<file path="config.mk">
export PLATFORM = sky130hd
export DESIGN_NAME = i4004_bus_master
export DESIGN_NICKNAME = d
export VERILOG_FILES = /design/src/rtl/i4004_bus_master_pkg.sv /design/src/rtl/i4004_bus_master_phase_gen.sv /design/src/rtl/i4004_bus_master.sv
export SDC_FILE = /design/constraint.sdc
export NUM_CORES = 1
export LEC_CHECK = 0
export CORE_MARGIN = 8
export CORE_UTILIZATION = 45
export CTS_CLUSTER_DIAMETER = 80
export DETAILED_ROUTE_END_ITERATION = 10
export PLACE_DENSITY = 0.89
export SLEW_MARGIN = 10
export SYNTH_ARGS = -nofsm -noshare
export SYNTH_HDL_FRONTEND = slang
export SYNTH_SLANG_ARGS = --single-unit
export TNS_END_PERCENT = 20
</file>
<file path="constraint.sdc">
create_clock -name clk -period 2.2 [get_ports clk]
set_input_delay 0.44 -clock clk [delete_from_list [all_inputs] [get_ports clk]]
set_output_delay 0.44 -clock clk [all_outputs]
set_load 0.005 [all_outputs]
</file>
<file path="src/rtl/i4004_bus_master_pkg.sv">
// MCS-4 bus definitions shared by the bus master, the phase generator and
// any bus monitor: instruction-cycle phase encoding, nibble/byte/address
// types, the I/O-RAM OPA opcodes and the OPR nibble that marks I/O/RAM
// instructions.
package mcs4;

    // Eight-phase instruction cycle; A1 is 0 so responders that clear their
    // counters on SYNC (high during X3) land on A1 with a zero count.
    typedef enum logic [2:0] {
        A1 = 3'd0,
        A2 = 3'd1,
        A3 = 3'd2,
        M1 = 3'd3,
        M2 = 3'd4,
        X1 = 3'd5,
        X2 = 3'd6,
        X3 = 3'd7
    } instr_cyc_t;

    typedef logic [3:0]  char_t;
    typedef logic [7:0]  byte_t;
    typedef logic [11:0] addr_t;

    // OPA field of the I/O and RAM instruction group (OPR == OPR_IO).
    typedef enum logic [3:0] {
        WRM = 4'h0,
        WMP = 4'h1,
        WRR = 4'h2,
        WPM = 4'h3,
        WR0 = 4'h4,
        WR1 = 4'h5,
        WR2 = 4'h6,
        WR3 = 4'h7,
        SBM = 4'h8,
        RDM = 4'h9,
        RDR = 4'hA,
        ADM = 4'hB,
        RD0 = 4'hC,
        RD1 = 4'hD,
        RD2 = 4'hE,
        RD3 = 4'hF
    } ioram_opa_t;

    localparam char_t OPR_IO = 4'hE;

    // Successor phase; X3 wraps back to A1.
    function automatic instr_cyc_t cyc_next(input instr_cyc_t p);
        return instr_cyc_t'(p + 3'd1);
    endfunction

endpackage

</file>
<file path="src/rtl/i4004_bus_master_phase_gen.sv">
// Free-running MCS-4 instruction-cycle phase counter with SYNC output.
// Reusable by bus masters and passive bus monitors alike.
module i4004_phase_gen
    import mcs4::*;
#(
    parameter instr_cyc_t RESET_PHASE = X3
) (
    input  logic       clk,
    input  logic       rst,
    output logic [2:0] phase,
    output logic       sync
);

    instr_cyc_t phase_r;

    // Phase register: loads RESET_PHASE on reset, otherwise steps every clock.
    always_ff @(posedge clk) begin
        if (rst) begin
            phase_r <= RESET_PHASE;
        end else begin
            phase_r <= cyc_next(phase_r);
        end
    end

    assign phase = phase_r;
    assign sync  = (phase_r == X3);

endmodule

</file>
<file path="src/rtl/i4004_bus_master.sv">
// CPU-side initiator for the MCS-4 multiplexed 4-bit bus: drives the fetch
// address in A1-A3, captures the instruction byte in M1/M2, asserts CM-ROM /
// CM-RAM and drives or samples X2/X3 data for I/O instructions.
// Optional build macro I4004_BUS_HALT_EN adds a halt input sampled at X3
// that freezes the fetch address and masks all core-visible effects while
// keeping bus phases and SYNC running.

// Protocol checker: the core must not request a drive and a read in the
// same instruction cycle (drive wins on the bus, but it indicates a core bug).
module i4004_bus_master_chk (
    input logic clk,
    input logic rst,
    input logic xdrv,
    input logic xrd
);

    // Flag simultaneous drive and read requests latched at X1.
    always_ff @(posedge clk) begin
        if (!rst) begin
            no_drive_and_read: assert (!(xdrv && xrd));
        end
    end

endmodule

module i4004_bus_master
    import mcs4::*;
#(
    parameter char_t      OPR_IO      = mcs4::OPR_IO,
    parameter instr_cyc_t RESET_PHASE = X3
) (
    input  logic        clk,
    input  logic        rst,
`ifdef I4004_BUS_HALT_EN
    input  logic        halt,
`endif
    output logic        sync,
    output logic        cm_rom,
    output logic [3:0]  cm_ram,
    input  logic [3:0]  dbus_in,
    output logic [3:0]  dbus_out,
    input  logic [11:0] pc,
    input  logic [3:0]  ram_sel,
    input  logic        x_cm,
    input  logic        x_drive,
    input  logic        x_rd,
    input  logic [3:0]  x_data2,
    input  logic [3:0]  x_data3,
    output logic [2:0]  phase,
    output logic [7:0]  instr,
    output logic        instr_valid,
    output logic [3:0]  io_rdata,
    output logic        io_rvalid
);

    logic [2:0] phase_s;
    logic       sync_s;
    instr_cyc_t cyc_s;
    logic       halt_s;

    addr_t      addr_r;
    char_t      opr_r;
    byte_t      instr_r;
    logic       instr_valid_r;
    logic       halt_r;
    logic       xcm_r;
    logic       xdrv_r;
    logic       xrd_r;
    char_t      xd2_r;
    char_t      xd3_r;
    char_t      io_rdata_r;
    logic       io_rvalid_r;

    logic       io_m2_s;
    char_t      dbus_out_s;
    logic       cm_rom_s;
    char_t      cm_ram_s;

`ifdef I4004_BUS_HALT_EN
    assign halt_s = halt;
`else
    assign halt_s = 1'b0;
`endif

    i4004_phase_gen #(
        .RESET_PHASE (RESET_PHASE)
    ) u_phase_gen (
        .clk   (clk),
        .rst   (rst),
        .phase (phase_s),
        .sync  (sync_s)
    );

    i4004_bus_master_chk u_chk (
        .clk  (clk),
        .rst  (rst),
        .xdrv (xdrv_r),
        .xrd  (xrd_r)
    );

    assign cyc_s = instr_cyc_t'(phase_s);

    // CM is asserted at M2 only for I/O/RAM instructions of a non-halted cycle.
    assign io_m2_s = (opr_r == OPR_IO) && !halt_r;

    // Per-phase bookkeeping: fetch address, instruction capture, X-request
    // latching and X2 read capture. Valid strobes are single-cycle pulses.
    always_ff @(posedge clk) begin
        if (rst) begin
            addr_r        <= 12'h000;
            opr_r         <= 4'h0;
            instr_r       <= 8'h00;
            instr_valid_r <= 1'b0;
            halt_r        <= 1'b0;
            xcm_r         <= 1'b0;
            xdrv_r        <= 1'b0;
            xrd_r         <= 1'b0;
            xd2_r         <= 4'h0;
            xd3_r         <= 4'h0;
            io_rdata_r    <= 4'h0;
            io_rvalid_r   <= 1'b0;
        end else begin
            instr_valid_r <= 1'b0;
            io_rvalid_r   <= 1'b0;
            case (cyc_s)
                M1: begin
                    opr_r <= dbus_in;
                end
                M2: begin
                    // OPA arrives now; the byte is presented during X1.
                    instr_r       <= {opr_r, dbus_in};
                    instr_valid_r <= !halt_r;
                end
                X1: begin
                    xcm_r  <= x_cm    && !halt_r;
                    xdrv_r <= x_drive && !halt_r;
                    xrd_r  <= x_rd    && !halt_r;
                    xd2_r  <= x_data2;
                    xd3_r  <= x_data3;
                end
                X2: begin
                    if (xrd_r) begin
                        io_rdata_r <= dbus_in;
                    end
                    io_rvalid_r <= xrd_r;
                end
                X3: begin
                    // The address for the next cycle is latched here and held
                    // for that whole cycle; a halted cycle re-fetches it.
                    halt_r <= halt_s;
                    if (!halt_s) begin
                        addr_r <= pc;
                    end
                end
                default: begin
                end
            endcase
        end
    end

    // Bus drive and command lines, decoded from the current phase.
    always_comb begin
        dbus_out_s = 4'h0;
        cm_rom_s   = 1'b0;
        cm_ram_s   = 4'h0;
        case (cyc_s)
            A1: dbus_out_s = addr_r[3:0];
            A2: dbus_out_s = addr_r[7:4];
            A3: dbus_out_s = addr_r[11:8];
            M2: begin
                if (io_m2_s) begin
                    cm_rom_s = 1'b1;
                    cm_ram_s = ram_sel;
                end else begin
                    cm_rom_s = 1'b0;
                    cm_ram_s = 4'h0;
                end
            end
            X2: begin
                if (xdrv_r) begin
                    dbus_out_s = xd2_r;
                end else begin
                    dbus_out_s = 4'h0;
                end
                if (xcm_r) begin
                    cm_rom_s = 1'b1;
                    cm_ram_s = ram_sel;
                end else begin
                    cm_rom_s = 1'b0;
                    cm_ram_s = 4'h0;
                end
            end
            X3: begin
                if (xdrv_r) begin
                    dbus_out_s = xd3_r;
                end else begin
                    dbus_out_s = 4'h0;
                end
            end
            default: begin
                dbus_out_s = 4'h0;
                cm_rom_s   = 1'b0;
                cm_ram_s   = 4'h0;
            end
        endcase
    end

    assign phase       = phase_s;
    assign sync        = sync_s;
    assign dbus_out    = dbus_out_s;
    assign cm_rom      = cm_rom_s;
    assign cm_ram      = cm_ram_s;
    assign instr       = instr_r;
    assign instr_valid = instr_valid_r;
    assign io_rdata    = io_rdata_r;
    assign io_rvalid   = io_rvalid_r;

endmodule
</file>
==> results of run 1 <==
==> flip-flops by register name, indices dropped and copies added, names as in the netlist, 3 cells and up <==
register / count
instr: 8
u_phase_gen.phase: 3
addr_r: 12
xd3_r: 4
xd2_r: 4
io_rdata: 4
opr_r: 4
==> timing repair <==
item / in CTS / in global routing
gates resized for setup: 15 / 10
pin swaps: 3 / 3
setup buffers: 0 / 0
setup endpoints to repair: 9 / 9
hold buffers: 0 / 0
==> Yosys cell counts <==
cell type  count  area share
o211ai_2       1      0.0070
nand2_2        1      0.0035
and2_1         5       0.017
a222oi_1       4       0.022
o31ai_1        1      0.0042
dfxtp_1       44        0.49
clkbuf_1       6       0.013
inv_1          3      0.0063
o22ai_1        4       0.014
o21ai_2        1      0.0049
nor2_1        22       0.046
or2_2          1      0.0035
nand4b_1       1      0.0049
nand3_2        1      0.0056
ha_1           7       0.049
nand2_1       39       0.081
a21oi_1       19       0.053
nand3_1        1      0.0028
nand2b_1       2      0.0070
or4_1          1      0.0042
a32oi_1        4       0.019
buf_4          3       0.013
and2_2         1      0.0042
mux2i_1       20        0.11
buf_2          5       0.014
==> layout by cell type, fill, tap and decap left out, types with 2 or more instances in the layout <==
cell type / netlist / routed
nand2_1: 39 / 39
dlygate4sd2_1: 0 / 2
clkdlybuf4s50_1: 0 / 51
nand3_2: 1 / 2
buf_6: 0 / 2
inv_1: 3 / 2
clkbuf_8: 0 / 5
and2_1: 5 / 5
dfxtp_1: 44 / 42
dfxtp_2: 0 / 2
mux2i_1: 20 / 20
clkbuf_2: 0 / 4
a32oi_1: 4 / 4
a21oi_1: 19 / 19
o22ai_1: 4 / 3
buf_4: 3 / 9
a222oi_1: 4 / 4
nor2_1: 22 / 22
dlymetal6s2s_1: 0 / 2
ha_1: 7 / 6
nand2b_1: 2 / 2
==> final timing paths <==
path	cells past startpoint	to	slack, ps
setup reg to reg	6	addr_r[7]	600
hold / removal	2	instr[6]	460
setup / recovery	7	cm_ram[3]	-130
hold reg to reg	2	instr[6]	460
==> stage by stage <==
step | power [mW] | instances
finish | 1.85 | 312
global route | 1.94 | 312
CTS | 1.86 | 312
detailed placement | 1.26 | 304
global placement | 1.24 | 304
floorplan | 1.09 | 197
==> worst max-delay path, delay by kind of cell (launching register included) <==
kind / cells / cell delay [ps]
buf+inv: 3 / 690
flops: 1 / 340
fa+ha+maj: 1 / 180
simple gates: 2 / 210
compound gates: 1 / 150
==> routing by layer <==
metal | up-vias | GRT usage | routed length (um)
li1 | 807 | - | -
met1 | 746 | 0.154 | 1860
met2 | 43 | 0.251 | 2290
met3 | 9 | 0.0632 | 344
met4 | 0 | 0.0611 | 82
met5 | - | 0 | 0
==> cells by family after synthesis <==
logic type,Yosys count
buf+inv,17
simple gates,75
mux,20
compound gates,34
flops,44
fa+ha+maj,7
==> power groups by stage <==
stage	registers, mW	clock network (mW)	logic (mW)
after floorplan	0.896	0	0.196
after global placement	0.904	0	0.340
after detailed placement	0.907	0	0.348
after CTS	0.889	0.620	0.353
after global routing	0.898	0.652	0.386
final	0.890	0.608	0.352
==> final cells by class <==
class / instances / area, sq um / area share
well taps: 50 / 62.6 / 0.0240
inverters: 3 / 11.3 / 0.00432
clock inverters: 3 / 42.5 / 0.0163
clock buffers: 5 / 68.8 / 0.0264
repair buffers: 71 / 683 / 0.262
flip-flops and latches: 44 / 883 / 0.339
multi-input cells: 136 / 857 / 0.329
==> metrics, run 1 <==
Req. time, crit path=between 1500 and 2000 ps; Max Cap Viol=0; Syn-to-layout area delta=45.1%; Syn Inst Count=197; largest family of logic cells by synthesized area=simple AND/OR/NAND/NOR gates; Tcrit/Tclk final=1.06; critical path peak fanout=7; vias in the first global route=roughly 1,600; critical path launch point type=flip-flop; ANT nets after route=0; total die area=~6300 sq um; clk buf depth=2; Simple-Gate Fraction of Synth Area=0.180; clk root buf=clkbuf_8; TritonCTS clock tree=done; io pins=60; Flop pwr share=0.481; relative slew slack=0.647; fin area=roughly 2600 sq um; CP startpoint=u_phase_gen.phase[1]; Total GRT Usage=0.147; Final Hold Vio Count=0; hold wc startpoint=instr[6]; Port-buffer cells=between 50 and 60; Slew Limit Fails=0; cell area after synthesis=between 1500 and 2000 sq um; Fill cells=around 330; # DRC=0; Synth cell types=25; largest net degree at the start of global routing=25; Net Count, Synth=~240; worst hold path type=reg -> reg; Min Hold Slack=456 ps; Detailed Route Iter0 Violations=100; DR WL/cell=~15 um; post-layout util=0.667; final setup vio count=5; Critical Path Sink Type=output pin; Setup WS pre-CTS=-90.3 ps; Compound-Gate Fraction of Synth Area=0.125; clock latency on the worst-skew pair=300 ps; Row Count=23; Max H-tree Level=2; RSZ-0062 raised after global routing=yes; Clk pwr share=0.329; Adder-Cell Fraction of Synth Area=0.0487; XOR/XNOR Fraction of Synth Area=0; initial core utilization=0.459; outcome=finished with violations; NetSw=roughly 0.47 mW; vias per inst=between 5 and 6; post-synthesis register bit count=44; layout cell share with drive strength beyond 1=0.137; PD cells=slightly above 700 nW/um^2; gr ovfl total=0; fraction of synthesized area in multiplexers=0.111; syn avg cell area=9.13 sq um; total negative slack=-413 ps; fmax=roughly 430 MHz; CTS Sinks=between 40 and 50; kind of critical path=reg -> out; VDD IR max=about 0.48 mV; worst setup margin=-127 ps; total CTS buffers=5; reg2reg start=u_phase_gen.phase[0]; final WL=roughly 4.6 mm; Critical Path Slowest Stage Cell=clkdlybuf4s50_1; Comb power frac=0.190; Critical Path AT=approximately 1900 ps; switching portion of total power=0.256; max incr delay on CP=~500 ps; Area after DPL=about 2500 sq um; Syn. warnings=0; post-synthesis sequential area ratio=0.490; vias after detailed routing=around 1,600; die width=79.2 um; Least-Margin Pin Slew=approximately 530 ps; core box area=about 3900 sq um; clk slew on worst S/H paths=roughly 80 ps; detailed placement HPWL=3.47 mm; critical-path cell list=inv_1 > ha_2 > buf_6 > nand2_2 > o21ai_4 > and2_1 > clkdlybuf4s50_1; P_int=1.38 mW; failing checks=negative setup slack; static leakage=approximately 1.1 nW; gpl congestion=around 0.8; die height=about 79 um; Final nets=301; drt pass-1 iters=5; first-pass GRT wire length=roughly 7.3 mm; ANT cells=0; Final Critical Period=approximately 2300 ps; final setup skew=just over 6 ps; initial antenna violation count=0
Power figures use the tool's default switching activity.
==> run 2, diff against run 1 <==
--- a/config.mk
+++ b/config.mk
@@ -5,11 +5,11 @@
 export SDC_FILE = /design/constraint.sdc
 export NUM_CORES = 1
 export LEC_CHECK = 0
-export CORE_MARGIN = 8
 export CORE_UTILIZATION = 45
 export CTS_CLUSTER_DIAMETER = 80
 export DETAILED_ROUTE_END_ITERATION = 10
-export PLACE_DENSITY = 0.89
+export GPL_TIMING_DRIVEN = 0
+export PLACE_DENSITY = 0.84
 export SLEW_MARGIN = 10
 export SYNTH_ARGS = -nofsm -noshare
 export SYNTH_HDL_FRONTEND = slang
==> run 2 against run 1 <==
Effect of this change: sequential power hardly changed; non-clock buffer count is 6 higher; setup slack better by 2.8 ps; via count is 1.4% higher; total power is 2.4% lower; the flow still finishes with violations (negative setup slack); sequential cell count stayed put; clock skew is 2.8 ps higher.
==> metrics, run 2 (synthesized netlist as in run 1, its figures left out) <==
drt pass-1 iters=4; layout cell share with drive strength beyond 1=0.168; Slew Limit Fails=0; Fill cells=293; vias in the first global route=around 1,500; core box area=3740 sq um; Largest register FFs=12; max incr delay on CP=roughly 500 ps; Total GRT Usage=0.223; Row Count=22; Placed Cells=303; Least-Margin Pin Slew=about 480 ps; hold worst-path end=instr[5]; initial core utilization=0.480; final setup skew=between 8 and 9 ps; r2r setup slk=500 ps; fmax=approximately 430 MHz; hold wc startpoint=instr[5]; final WL=about 4.6 mm; Final Critical Period=approximately 2300 ps; clk slew on worst S/H paths=90 ps; fin cells=approximately 320; Power Total=~1.8 mW; final setup vio count=4; DR WL/cell=14.7 um; ANT cells=0; TritonCTS clock tree=done; total CTS buffers=5; gr ovfl total=0; Max H-tree Level=2; Syn-to-layout area delta=47.2%; Area after DPL=2440 sq um; vias after detailed routing=between 1,500 and 2,000; critical path launch point type=flip-flop; commonest cells after routing, fill and taps aside=49 x clkdlybuf4s50_1, 41 x dfxtp_1, 39 x nand2_1, 22 x nor2_1, 20 x mux2i_1; die width=~65 um; fin area=around 2600 sq um; clk root buf=clkbuf_8; Max Cap Viol=0; Detailed Route Iter0 Violations=139; Req. time, crit path=around 1800 ps; Setup WS pre-CTS=-302 ps; ANT nets after route=0; critical-path cell list=buf_4 > ha_4 > or4_4 > o211ai_4 > o22ai_2 > clkbuf_2; cts hold-fix bufs=0; Critical Path AT=~1900 ps; Tcrit/Tclk final=1.06; register name with the most flops=addr_r; failing checks=negative setup slack; Worst Reg2Reg Path Length in Cells=6; Final Hold Vio Count=0; clock latency on the worst-skew pair=~300 ps; Critical Path Sink Type=output pin; Critical Path Slowest Stage Cell=or4_4; commonest non-fill, non-tap cell in the layout=clkdlybuf4s50_1; Hold Path Depth=2; worst setup margin=-124 ps; reg2reg start=u_phase_gen.phase[1]; RSZ-0062 raised after global routing=yes; PD cells=just under 700 nW/um^2; vias per inst=5.15; Port-buffer cells=58; first-pass GRT wire length=a little over 7 mm; clk buf depth=2; worst reg2reg endpoint=addr_r[9]; worst hold path type=reg -> reg; detailed placement HPWL=between 3 and 4 mm; outcome=finished with violations; relative slew slack=0.679; kind of critical path=reg -> out; die height=65.2 um; io pins=60; critical path peak fanout=8; static leakage=1.06 nW; # DRC=0; initial antenna violation count=0; total die area=~4300 sq um; gpl congestion=slightly above 0.8; Final nets=roughly 300; CTS Sinks=44; VDD IR max=just under 0.4 mV; largest net degree at the start of global routing=15
==> run 2: cell count changes in the layout (fill, tap and decap cells not counted), sizes merged <==
cell,delta
buf,+1
bufinv,-1
clkbuf,+9
clkdlybuf4s50,-2
clkinv,-1
clkinvlp,+1
dlygate4sd2,-1
==> run 2: what timing repair did <==
action | CTS | global route
buffers inserted | 0 | 5
endpoints found under the setup margin | 9 | 8
endpoints found under the hold margin | 0 | 0
pin swaps | 6 | 2
cloned | 0 | 0
gates resized for setup | 26 | 20
==> run 2: power breakdown <==
group          total [mW]  switching (mW)  internal, mW
registers           0.892          0.0403         0.851
clock network       0.532           0.277         0.254
logic               0.383           0.186         0.198
==> run 2: critical path, delay by kind of cell, from the launching register on <==
kind,cells,cell delay [ps]
flops,1,370
simple gates,1,500
compound gates,2,240
fa+ha+maj,1,190
buf+inv,2,290
==> run 2: worst max-delay path by stage <==
stage,end,start,slack [ps],depth (start not counted)
final,dbus_out[2],u_phase_gen.phase[0],-120,6
after detailed placement,dbus_out[2],u_phase_gen.phase[1],-300,6
after global routing,dbus_out[3],u_phase_gen.phase[0],-180,6
after floorplan,dbus_out[0],u_phase_gen.phase[1],330,5
after global placement,dbus_out[0],u_phase_gen.phase[1],-230,6
after CTS,dbus_out[0],u_phase_gen.phase[0],-210,7
==> run 2: layout make-up <==
class | count | area, sq um | area share
Buffer | 14 | 80.1 | 0.0303
Timing Repair Buffer | 63 | 592 | 0.224
Sequential cell | 44 | 890 | 0.336
Tap cell | 48 | 60.1 | 0.0227
Clock buffer | 6 | 82.6 | 0.0312
Clock inverter | 2 | 15.0 | 0.00567
Multi-Input combinational cell | 136 | 911 | 0.344
Inverter | 3 | 16.3 | 0.00615
==> run 2: per-stage QoR <==
stage / hold slack, ps / utilization / TNS [ps]
floorplan: 430 / - / 0
global placement: 435 / 0.651 / -1120
detailed placement: 449 / 0.651 / -1470
CTS: 460 / 0.694 / -1250
global route: 477 / 0.707 / -633
finish: 459 / 0.707 / -464
==> run 2: routing by layer <==
metal  up-vias  part of all wire  GRT usage
li1        808                 -          -
met1       752              0.43      0.280
met2        59              0.49      0.362
met3         8             0.068     0.0608
met4         0             0.019     0.0815
met5         -                 0          0
==> run 3, diff against run 2 <==
--- a/config.mk
+++ b/config.mk
@@ -6,10 +6,11 @@
 export NUM_CORES = 1
 export LEC_CHECK = 0
 export CORE_UTILIZATION = 45
-export CTS_CLUSTER_DIAMETER = 80
+export CTS_CLUSTER_DIAMETER = 120
 export DETAILED_ROUTE_END_ITERATION = 10
 export GPL_TIMING_DRIVEN = 0
 export PLACE_DENSITY = 0.84
+export SKIP_CTS_REPAIR_TIMING = 1
 export SLEW_MARGIN = 10
 export SYNTH_ARGS = -nofsm -noshare
 export SYNTH_HDL_FRONTEND = slang
==> run 3 against run 2 <==
Effect of this change: the run still ends with negative setup slack left; maximum frequency down 4.8%; final area up 0.57%; global-route usage down 0.85 points; via count up 0.18%; setup slack worse by 120 ps; first-iteration DRC count up 25%; highest routed layer unchanged; register-to-register slack worse by 90 ps.
==> metrics, run 3 (synthesized netlist as in run 1, its figures left out) <==
Final Critical Period=2440 ps; ANT nets after route=0; failing checks=negative setup slack; TritonCTS clock tree=done; static leakage=around 1.1 nW; met3 Use GR=0.0556; Buf/Inv on CP=3; r2r setup slk=410 ps; Top Family by Delay on Critical Path=simple AND/OR/NAND/NOR gates; Max Cap Viol=0; layout cell share with drive strength beyond 1=0.146; vias in the first global route=approximately 1,500; total CTS buffers=5; CTS Sinks=between 40 and 50; Least-Margin Pin Slew=496 ps; RSZ-0062 raised after global routing=yes; Worst Reg2Reg Path Length in Cells=7; Max H-tree Level=2; critical path peak fanout=7; Fill cells=just under 300; relative slew slack=0.667; outcome=finished with violations; die width=65.2 um; initial core utilization=0.480; final setup vio count=7; register name with the most flops=addr_r; final setup skew=slightly below 9 ps; Critical Path End=dbus_out[3]; worst hold path type=reg -> reg; Critical Path AT=approximately 2000 ps; final WL=about 4.7 mm; worst setup margin=-241 ps; GR Layer Usage met1=0.276; worst reg2reg endpoint=addr_r[10]; ANT cells=0; drt pass-1 iters=5; total die area=approximately 4300 sq um; GRT met2 Usage=0.349; commonest cells after routing, fill and taps aside=52 x clkdlybuf4s50_1, 41 x dfxtp_1, 39 x nand2_1, 22 x nor2_1, 20 x mux2i_1; detailed placement HPWL=between 3 and 4 mm; Total GRT Usage=0.214; WP depth=7; clk buf depth=2; Critical Path Sink Type=output pin; fin area=about 2700 sq um; # DRC=0; clk root buf=clkbuf_8; largest net degree at the start of global routing=15; max incr delay on CP=between 500 and 600 ps; initial antenna violation count=0; gpl congestion=0.810; vias after detailed routing=~1,600; clk slew on worst S/H paths=~90 ps; Top Usage Layer GRT=met2; Final nets=around 300; Critical Path Slowest Stage Cell=or4_4; CP startpoint=u_phase_gen.phase[0]; Power Total=about 1.8 mW; Syn-to-layout area delta=48.0%; Setup WS pre-CTS=-302 ps; PD cells=roughly 680 nW/um^2; die height=65.2 um; Row Count=22; commonest non-fill, non-tap cell in the layout=clkdlybuf4s50_1; Tcrit/Tclk final=1.11; Final Hold Vio Count=0; reg2reg start=u_phase_gen.phase[1]; gr ovfl total=0; Detailed Route Iter0 Violations=174; io pins=60; VDD IR max=between 0.4 and 0.5 mV; first-pass GRT wire length=about 6.9 mm; fmax=~400 MHz; Req. time, crit path=1760 ps; critical path launch point type=flip-flop; Port-buffer cells=between 50 and 60; critical-path cell list=inv_4 > ha_4 > buf_6 > or4_4 > o211ai_4 > o22ai_2 > dlymetal6s2s_1; Slew Limit Fails=0; kind of critical path=reg -> out; Area after DPL=around 2400 sq um; DR WL/cell=about 15 um; hold wc startpoint=instr[5]; Largest register FFs=12; core box area=around 3700 sq um; clock latency on the worst-skew pair=~300 ps; vias per inst=around 5.2
[run 3: cell count changes in the layout (fill, tap and decap cells not counted), sizes merged]
cell / previous run / this run
clkbuf: 18 / 12
clkdlybuf4s50: 49 / 52
dlygate4sd2: 1 / 0
dlymetal6s2s: 2 / 5
[run 3: tightest hold or removal path, cell delays in order (launching register included)]
cell and delay, ps:
dfxtp_1 320, nand2_1 50, a21oi_1 50
[run 3: how the worst min path moves through the flow]
stage | to | slack [ps] | cells past startpoint
floorplan | u_phase_gen.phase[0] | 430 | 1
global placement | u_phase_gen.phase[0] | 440 | 1
detailed placement | xd2_r[1] | 450 | 2
CTS | xd2_r[1] | 460 | 2
global route | instr[4] | 480 | 2
finish | instr[5] | 460 | 2
[run 3: metal layers]
layer,part of all wire,vias up,routed length (um)
li1,-,804,-
met1,0.42,732,2000
met2,0.49,85,2320
met3,0.071,9,334
met4,0.016,0,76
met5,0,-,0
[run 3: final cells by class]
type / instances / area [sq um] / area share
clock buffer: 6 / 82.6 / 0.0310
tap: 48 / 60.1 / 0.0226
buffer: 14 / 76.3 / 0.0287
timing repair buffer: 62 / 618 / 0.232
clock inverter: 2 / 15.0 / 0.00564
multi-input combinational: 136 / 906 / 0.340
sequential: 44 / 890 / 0.334
inverter: 3 / 13.8 / 0.00517
[run 3: through the flow]
stage	std cells	util	hold WS, ps	setup TNS, ps
detailed placement	303	0.651	449	-1470
finish	315	0.711	459	-1430
global placement	303	0.651	435	-1120
global route	315	0.711	477	-1750
CTS	311	0.677	460	-4340
floorplan	197	-	430	0
[run 3: power breakdown]
| group | switching (mW) | internal (mW) |
|---|---|---|
| clock network | 0.282 | 0.254 |
| logic | 0.188 | 0.196 |
| registers | 0.0375 | 0.851 |
| total | 0.507 | 1.30 |
